===== config.mk =====
export PLATFORM = sky130hd
export DESIGN_NAME = seg7_scan_driver
export DESIGN_NICKNAME = d
export VERILOG_FILES = /design/src/rtl/seg7_pkg.sv /design/src/rtl/seg7_decode.sv /design/src/rtl/seg7_scan_driver.sv
export SDC_FILE = /design/constraint.sdc
export NUM_CORES = 1
export LEC_CHECK = 0
export CAP_MARGIN = 20
export CORE_MARGIN = 2
export CORE_UTILIZATION = 35
export CTS_BUF_LIST = sky130_fd_sc_hd__clkbuf_16
export DETAILED_ROUTE_END_ITERATION = 16
export GPL_ROUTABILITY_DRIVEN = 0
export SYNTH_ARGS = -nofsm -noshare
export SYNTH_HDL_FRONTEND = slang
export SYNTH_HIERARCHICAL = 1
export SYNTH_SLANG_ARGS = --single-unit

===== constraint.sdc =====
create_clock -name clk -period 6 [get_ports clk]
set_clock_uncertainty 0.15 [all_clocks]
set_input_delay 1.8 -clock clk [delete_from_list [all_inputs] [get_ports clk]]
set_output_delay 1.8 -clock clk [all_outputs]
set_load 0.01 [all_outputs]

===== src/rtl/seg7_pkg.sv =====
// Shared segment patterns and the digit-code decode used by the scan driver.
// Patterns are {a,b,c,d,e,f,g}, logical 1 = lit.
package seg7_pkg;

  localparam logic [6:0] SEG_0    = 7'b1111110;
  localparam logic [6:0] SEG_1    = 7'b0110000;
  localparam logic [6:0] SEG_2    = 7'b1101101;
  localparam logic [6:0] SEG_3    = 7'b1111001;
  localparam logic [6:0] SEG_4    = 7'b0110011;
  localparam logic [6:0] SEG_5    = 7'b1011011;
  localparam logic [6:0] SEG_6    = 7'b1011111;
  localparam logic [6:0] SEG_7    = 7'b1110000;
  localparam logic [6:0] SEG_8    = 7'b1111111;
  localparam logic [6:0] SEG_9    = 7'b1111011;
  localparam logic [6:0] SEG_A    = 7'b1110111;
  localparam logic [6:0] SEG_B    = 7'b0011111;
  localparam logic [6:0] SEG_C    = 7'b1001110;
  localparam logic [6:0] SEG_D    = 7'b0111101;
  localparam logic [6:0] SEG_E    = 7'b1001111;
  localparam logic [6:0] SEG_F    = 7'b1000111;
  localparam logic [6:0] SEG_DASH = 7'b0000001;
  localparam logic [6:0] SEG_OFF  = 7'b0000000;

  // Codes 10..15 become a dash unless hex rendering is enabled.
  function automatic logic [6:0] seg7_decode_code(input logic [3:0] code,
                                                  input logic       hex_en);
    logic [6:0] seg;
    seg = SEG_OFF;
    case (code)
      4'd0:  seg = SEG_0;
      4'd1:  seg = SEG_1;
      4'd2:  seg = SEG_2;
      4'd3:  seg = SEG_3;
      4'd4:  seg = SEG_4;
      4'd5:  seg = SEG_5;
      4'd6:  seg = SEG_6;
      4'd7:  seg = SEG_7;
      4'd8:  seg = SEG_8;
      4'd9:  seg = SEG_9;
      4'd10: seg = hex_en ? SEG_A : SEG_DASH;
      4'd11: seg = hex_en ? SEG_B : SEG_DASH;
      4'd12: seg = hex_en ? SEG_C : SEG_DASH;
      4'd13: seg = hex_en ? SEG_D : SEG_DASH;
      4'd14: seg = hex_en ? SEG_E : SEG_DASH;
      default: seg = hex_en ? SEG_F : SEG_DASH;
    endcase
    return seg;
  endfunction

endpackage


===== src/rtl/seg7_decode.sv =====
// Combinational digit code to {a..g} decoder.
module seg7_decode
  import seg7_pkg::*;
#(
  parameter bit HEX_EN = 1'b0
) (
  input  logic [3:0] code_i,
  output logic [6:0] seg_o
);

  assign seg_o = seg7_decode_code(code_i, HEX_EN);

endmodule


===== src/rtl/seg7_scan_driver.sv =====
// Multiplexed 7-segment scan driver: pending/shadow value registers updated
// at frame boundaries, leading-zero blanking, registered pin outputs.
module seg7_scan_driver
  import seg7_pkg::*;
#(
  parameter int DIGITS         = 4,
  parameter int SCAN_DIV       = 100000,
  parameter bit HEX_EN         = 1'b0,
  parameter bit SEG_ACTIVE_LOW = 1'b0,
  parameter bit AN_ACTIVE_LOW  = 1'b1
) (
  input  logic                  clk,
  input  logic                  rst_n,
  input  logic [4*DIGITS-1:0]   value_i,
  input  logic [DIGITS-1:0]     dp_i,
  input  logic                  load_i,
  input  logic                  blank_lz_i,
  input  logic                  en_i,
  output logic [7:0]            seg_o,
  output logic [DIGITS-1:0]     an_o,
  output logic                  frame_o
);

  localparam int PW = $clog2(SCAN_DIV);
  localparam int IW = (DIGITS > 1) ? $clog2(DIGITS) : 1;
  localparam logic [PW-1:0]     PRESC_LAST = PW'(SCAN_DIV - 1);
  localparam logic [IW-1:0]     IDX_LAST   = IW'(DIGITS - 1);
  localparam logic [7:0]        SEG_IDLE   = SEG_ACTIVE_LOW ? 8'hFF : 8'h00;
  localparam logic [DIGITS-1:0] AN_IDLE    = AN_ACTIVE_LOW ? '1 : '0;

  logic [PW-1:0]       presc_q, presc_d;
  logic [IW-1:0]       idx_q, idx_d;
  logic [4*DIGITS-1:0] pend_val_q, pend_val_d, shd_val_q, shd_val_d;
  logic [DIGITS-1:0]   pend_dp_q, pend_dp_d, shd_dp_q, shd_dp_d;
  logic                pend_vld_q, pend_vld_d;
  logic                wrap_q, wrap_d, frame_q, frame_d;
  logic [7:0]          seg_q, seg_d;
  logic [DIGITS-1:0]   an_q, an_d;

  logic                tc, boundary, upper_nz, blank;
  logic [3:0]          cur_code;
  logic                cur_dp;
  logic [6:0]          dec_seg;
  logic [7:0]          seg_logic;
  logic [DIGITS-1:0]   an_logic;

  seg7_decode #(.HEX_EN(HEX_EN)) u_decode (
    .code_i (cur_code),
    .seg_o  (dec_seg)
  );

  always_comb begin
    tc       = (presc_q == PRESC_LAST);
    boundary = tc && (idx_q == IDX_LAST);
    presc_d  = tc ? '0 : presc_q + 1'b1;
    idx_d    = idx_q;
    if (tc) idx_d = (idx_q == IDX_LAST) ? '0 : idx_q + 1'b1;

    // A load coinciding with the boundary belongs to the next frame.
    pend_val_d = pend_val_q;
    pend_dp_d  = pend_dp_q;
    pend_vld_d = pend_vld_q;
    shd_val_d  = shd_val_q;
    shd_dp_d   = shd_dp_q;
    if (boundary) begin
      pend_vld_d = 1'b0;
      if (pend_vld_q) begin
        shd_val_d = pend_val_q;
        shd_dp_d  = pend_dp_q;
      end
    end
    if (load_i) begin
      pend_val_d = value_i;
      pend_dp_d  = dp_i;
      pend_vld_d = 1'b1;
    end

    wrap_d  = boundary;
    frame_d = wrap_q;

    cur_code = 4'd0;
    cur_dp   = 1'b0;
    upper_nz = 1'b0;
    an_logic = '0;
    for (int k = 0; k < DIGITS; k++) begin
      if (idx_q == IW'(k)) begin
        cur_code    = shd_val_q[4*k +: 4];
        cur_dp      = shd_dp_q[k];
        an_logic[k] = 1'b1;
      end
      if ((k >= int'(idx_q)) && (shd_val_q[4*k +: 4] != 4'd0)) upper_nz = 1'b1;
    end
    blank     = blank_lz_i && !upper_nz && (idx_q != '0);
    seg_logic = {(blank ? SEG_OFF : dec_seg), cur_dp};
    if (!en_i) begin
      seg_logic = 8'h00;
      an_logic  = '0;
    end
    seg_d = SEG_ACTIVE_LOW ? ~seg_logic : seg_logic;
    an_d  = AN_ACTIVE_LOW ? ~an_logic : an_logic;
  end

  always_ff @(posedge clk) begin
    if (!rst_n) begin
      presc_q    <= '0;
      idx_q      <= '0;
      pend_val_q <= '0;
      pend_dp_q  <= '0;
      pend_vld_q <= 1'b0;
      shd_val_q  <= '0;
      shd_dp_q   <= '0;
      wrap_q     <= 1'b0;
      frame_q    <= 1'b0;
      seg_q      <= SEG_IDLE;
      an_q       <= AN_IDLE;
    end else begin
      presc_q    <= presc_d;
      idx_q      <= idx_d;
      pend_val_q <= pend_val_d;
      pend_dp_q  <= pend_dp_d;
      pend_vld_q <= pend_vld_d;
      shd_val_q  <= shd_val_d;
      shd_dp_q   <= shd_dp_d;
      wrap_q     <= wrap_d;
      frame_q    <= frame_d;
      seg_q      <= seg_d;
      an_q       <= an_d;
    end
  end

  assign seg_o   = seg_q;
  assign an_o    = an_q;
  assign frame_o = frame_q;

endmodule


==> run_results.csv, run 1 <==
group,metric,value,unit
floorplanning,die_area,9865,um^2
floorplanning,die_h,99.33,um
worst_setup_path,crit_arrival,3.52,ns
route,drc_errors,0,
cells_and_area,num_antenna_cells,0,
floorplanning,initial_core_util,36.29,%
worst_setup_path,worstSetupEndpointType,"register",
cells_and_area,multiInputGateArea,1558,um^2
placement,dp.cells,477,
run,cap_violations,0,
global_routing,grt_start_max_net_pins,26,
cts,cts_sinks,74,
timing,finalHoldViolations,0,
cells_and_area,fin_cells,492,
status,status,"finished clean",
yosys,synth_cell_types,38,
timing,setup_viol,0,
yosys,yosys_most_used_dff,"dfxtp_1",
cells_and_area,register_area,1481,um^2
global_routing,grt_antenna_before_repair,0,
worst_setup_path,worst-path-max-fanout,22,
timing,rsz0062_at_grt,"false",
yosys,synth-edff-count,0,
yosys,synthCells,353,
route,dr_wl_met2,2869,um
power_and_ir_drop,peakVddDrop,0.0001061,V
min_path,holdPathStages,1,
global_routing,grt_overflow,0,
yosys,ys_ff_latch,74,
global_routing,track_usage,13.78,%
worst_setup_path,worstSetupStartpointType,"input pin",
power_and_ir_drop,power.density,275.6,nW/um^2
floorplanning,rows,34,
route,top_layer_used,"met4",
timing,slew_headroom,29.85,%
timing,worstMarginPinSlew,1.041,ns
route,drt_pre_antenna_iters,4,
cells_and_area,syn_to_final_growth,22.19,%
cells_and_area,final_nets,417,
placement,io_buffers,37,
yosys,synthArstFlopShare,0,%
route,wl_met1,3219,um
floorplanning,core,8763,um^2
cts,clk_path_buf_depth,2,
worst_setup_path,critical_path_class,"in -> reg",
cells_and_area,n_fill_cell,890,
route,via_per_inst,4.949,
cts,clk_latency,0.33,ns
yosys,ys_seq_area_share,46.58,%
placement,hpwl,4433,um
yosys,synth_nets,390,
worst_setup_path,required,6.11,ns
min_path,min_path_type,"reg -> reg",
route,drtAntennaViolNets,0,
global_routing,grt_first_pass_wirelength,10900,um
cts,cts_hold_buf,0,
power_and_ir_drop,p_leak,1.495,nW
timing,tns,0,ns
route,vias,2435,
route,routedWlPerCell,13.14,um
floorplanning,die_w,99.33,um
global_routing,grt_pass1_vias,2305,
cts,clkTransAtPathRegs,0.05,ns
floorplanning,io_pins,38,
cts,cts_inserted_buffers,9,
yosys,yosys_warnings,6,
timing,max_freq,293.7,MHz
cts,postCtsSetupBuffers,0,
timing,period_share,56.76,%
cts,h-tree-depth,3,
timing,min_period,3.405,ns
route,first_iter_violations,66,
route,wl_met3,241,um
cts,clock-root-buffer,"clkbuf_16",
cts,cts_tree,"yes",
yosys,netlist_area,3181,um^2
route,totalWireLength,6467,um
worst_setup_path,ff2ff_path_depth,11,
cells_and_area,drive_above_1_share,5.208,%
cts,postCtsResizedCells,0,
yosys,syn_avg_cell_area,9.010,um^2
timing,final_max_slew_viol_count,0,
-- state kept, by name, summed over array words and instances (netlist names) --
register	count
shd_val_q	16
pend_dp_q	4
pend_vld_q	1
an_o	4
frame_d	1
seg_o	8
idx_q	2
shd_dp_q	4
presc_q	17
pend_val_q	16
frame_o	1
-- per-layer routing --
metal	up-vias	GRT usage [%]
met3	14	5.060
met5	-	0
met2	37	20.22
met1	1109	18.33
li1	1275	-
met4	0	5.690
-- worst max-delay path, cell delays in order --
cell and delay (ns):
clkdlybuf4s50_1 0.59, clkinv_1 0.61, buf_16 0.39, a21oi_1 0.12
-- area by class of cell --
type,instances,share of cell area (%)
Clock buffer,9,5.795
Clock inverter,6,1.320
Inverter,8,0.7727
Multi-Input combinational cell,248,40.08
Sequential cell,74,38.12
Tap cell,108,3.477
Timing Repair Buffer,39,10.43
-- Yosys cell counts, types with 2 or more instances --
library cell	number	share of area, %
a21oi_1	36	5.7
and2_1	11	2.2
and3_1	3	0.59
and4_1	6	1.7
buf_2	5	0.79
buf_4	3	0.71
clkbuf_1	14	1.7
dfxtp_1	74	47
ha_1	12	4.7
inv_1	7	0.83
mux2i_1	21	6.6
nand2_1	19	2.2
nand3_1	26	4.1
nand3b_1	5	1.2
nand4_1	7	1.4
nor2_1	38	4.5
nor2b_1	2	0.39
nor4_1	2	0.39
nor4b_2	2	0.94
o21ai_0	28	4.4
o22ai_1	2	0.39
or3_1	2	0.39
xor2_1	13	3.6
-- where the power goes --
| part | internal [mW] | leakage, nW | switching, mW |
|---|---|---|---|
| Sequential | 0.504 | 0.603 | 0.00680 |
| Combinational | 0.0317 | 0.747 | 0.0217 |
| Clock | 0.313 | 0.145 | 0.193 |
-- kinds of logic after synthesis --
family / synth area share (%)
flops: 46.58
xor+xnor: 3.855
mux: 7.081
compound gates: 11.57
buf+inv: 4.445
simple gates: 21.76
fa+ha+maj: 4.721
-- stage by stage --
stage	cell area (um^2)	power, mW	setup WS [ns]	util, %	hold slack [ns]
2_1_floorplan	3181	0.5466	2.942	-	0.2618
3_5_place_dp	3610	0.5759	2.269	41.19	0.3034
3_3_place_gp	3582	0.5730	2.047	40.88	0.2896
6_report	3886	1.071	2.595	44.35	0.3119
4_1_cts	3886	1.084	2.580	44.35	0.3213
5_1_grt	3886	1.115	2.467	44.35	0.3380
-- cell usage in the layout, fill, tap and decap left out, types with 3 or more instances in the layout --
master / n
mux2i_1: 21
and4_1: 6
nand3_1: 26
a21oi_1: 36
nand3b_1: 5
xor2_1: 13
clkdlybuf4s50_1: 37
nand2_1: 19
nand4_1: 7
dfxtp_1: 74
o21ai_0: 28
clkbuf_16: 9
nor2_1: 38
ha_1: 12
inv_1: 9
and3_1: 3
and2_1: 11
-- path summary, 6_finish.rpt --
path              start       endpoint  slack [ns]
max reg2reg    idx_q[1]       seg_o[4]        3.09
max               rst_n  shd_val_q[13]        2.59
min          presc_q[0]     presc_q[0]        0.31
min reg2reg  presc_q[0]     presc_q[0]        0.31
Power figures use the tool's default switching activity.
==> inputs of run 2 (changes only) <==
Clock period 6 ns to 2.78 ns, I/O delays scaled along.
==> run 2 against run 1 <==
Cell count grew 2.0%; combinational power is 120% higher; register-to-register slack lost 2.8 ns; highest routed layer unchanged; hold slack worse by 0.024 ns; first-iteration DRC count is 56% higher; design area rose by 3.3%.
==> run_results.csv, run 2 (synthesis results as in run 1) <==
group,metric,value,unit
route,drc_errors,0,
cells_and_area,final_cell_mix,"dfxtp_1 (74), nor2_1 (38), clkdlybuf4s50_1 (37)",
placement,hpwl,4390,um
floorplanning,die_w,99.33,um
worst_setup_path,cp_slowest_cell,"dfxtp_1",
worst_setup_path,worst_path_most_repeated_cell,"a21oi_1",
worst_setup_path,worstSetupStartpointType,"register",
cts,h-tree-depth,3,
cells_and_area,n_fill_cell,886,
timing,tns,0,ns
route,drtAntennaViolNets,0,
cells_and_area,drive_above_1_share,8.122,%
timing,final_max_slew_viol_count,0,
power_and_ir_drop,fin_total_pwr,2.540,mW
cells_and_area,fin_cells,502,
worst_setup_path,crit_chain,"inv_1, ha_1, nand3b_1, a21oi_1, a21oi_1, o21ai_1, inv_1, ha_1, a21oi_1, o21ai_0, and2_1",
cells_and_area,register_area,1481,um^2
timing,slew_headroom,53.80,%
cells_and_area,top_register,"presc_q",
route,drt_pre_antenna_iters,5,
timing,worstMarginPinSlew,0.6929,ns
cells_and_area,fin_util,45.80,%
placement,pre_cts_slack,0.1444,ns
worst_setup_path,critPathBufInv,2,
floorplanning,core,8763,um^2
timing,max_freq,401.4,MHz
power_and_ir_drop,peakVddDrop,0.0003480,V
timing,worst_slack,0.2888,ns
cells_and_area,biggestRegsByFlops,"presc_q (17), pend_val_q (16), shd_val_q (16)",
power_and_ir_drop,p_leak,1.561,nW
cells_and_area,mostFrequentLayoutCell,"dfxtp_1",
timing,period_share,89.61,%
route,routedWlPerCell,13.09,um
worst_setup_path,crit_arrival,2.57,ns
global_routing,grt_pass1_vias,2451,
route,vias,2532,
cells_and_area,syn_to_final_growth,26.20,%
global_routing,track_usage,14.37,%
worst_setup_path,worstSetupEndpointType,"register",
timing,rsz0062_at_grt,"false",
global_routing,grt_first_pass_wirelength,11260,um
cts,clkTransAtPathRegs,0.06,ns
timing,setup_viol,0,
floorplanning,die_h,99.33,um
status,status,"finished clean",
cells_and_area,stdcell_area,4014,um^2
global_routing,grt_overflow,0,
cts,clk_latency,0.34,ns
cts,clk_path_buf_depth,2,
global_routing,grt_antenna_before_repair,0,
route,via_per_inst,5.044,
cts,cts_inserted_buffers,9,
global_routing,grt_start_max_net_pins,43,
min_path,min_path_type,"reg -> reg",
cells_and_area,final_nets,426,
cells_and_area,multiInputGateArea,1558,um^2
timing,finalHoldViolations,0,
worst_setup_path,required,2.86,ns
floorplanning,io_pins,38,
cts,postCtsSetupBuffers,0,
cts,cts_tree,"yes",
cells_and_area,num_antenna_cells,0,
run,cap_violations,0,
worst_setup_path,worst-path-max-fanout,8,
placement,dpl_cell_area,3670,um^2
worst_setup_path,crit_family,"compound AO/OA/AOI/OAI gates",
route,first_iter_violations,103,
floorplanning,die_area,9865,um^2
cts,clock-root-buffer,"clkbuf_16",
timing,holdWs,0.2876,ns
route,totalWireLength,6573,um
worst_setup_path,slowest_delay,0.41,ns
timing,min_period,2.491,ns
cells_and_area,largest_reg_flops,17,
floorplanning,rows,34,
placement,dp.cells,486,
cts,cts_sinks,74,
placement,io_buffers,37,
worst_setup_path,critical_path_class,"reg -> reg",
power_and_ir_drop,power.density,632.9,nW/um^2
floorplanning,initial_core_util,36.29,%
==> run 2: cell count changes in the layout (fill, tap and decap cells not counted), sizes merged <==
cell	delta
inv	-1
clkinvlp	+1
bufinv	+2
clkinv	-1
buf	+9
==> run 2: timing repair <==
action | in CTS | in global routing
hold buffers | 0 | 0
resized for setup | 0 | 1
endpoints found under the setup margin | 0 | 1
==> run 2: worst reg2reg max path: cells and delay by family, from the launching register on <==
kind	cells	cell delay, ns
buffers and inverters	2	0.24
AO/OA/AOI/OAI	5	0.67
adder cells (fa/ha/maj)	2	0.60
flip-flops	1	0.41
AND/OR/NAND/NOR	2	0.32
==> run 2: power by group <==
part,switching [mW],internal [mW]
sequential,0.0141,1.09
clock,0.446,0.876
combinational,0.0473,0.0691
==> run 2: layer usage <==
metal / share of wire [%] / GRT usage, % / vias to the layer above
li1: - / - / 1291
met1: 48 / 17.54 / 1184
met2: 47 / 23.60 / 47
met3: 3.5 / 4.216 / 10
met4: 1.8 / 6.217 / 0
met5: 0 / 0 / -
==> run 2: path summary, 6_finish.rpt <==
check              to  slack (ns)      from  depth (start not counted)
min reg2reg   frame_o        0.29   frame_d                          1
max          seg_o[4]        0.29  idx_q[1]                         11
min           frame_o        0.29   frame_d                          1
max reg2reg  seg_o[4]        0.29  idx_q[1]                         11
==> run 2: final cells by class <==
| type | count | share of cell area [%] |
|---|---|---|
| clock inverters | 7 | 2.961 |
| flip-flops and latches | 74 | 36.91 |
| clock buffers | 9 | 5.611 |
| inverters | 8 | 0.7481 |
| multi-input cells | 248 | 38.81 |
| well taps | 108 | 3.367 |
| repair buffers | 48 | 11.60 |
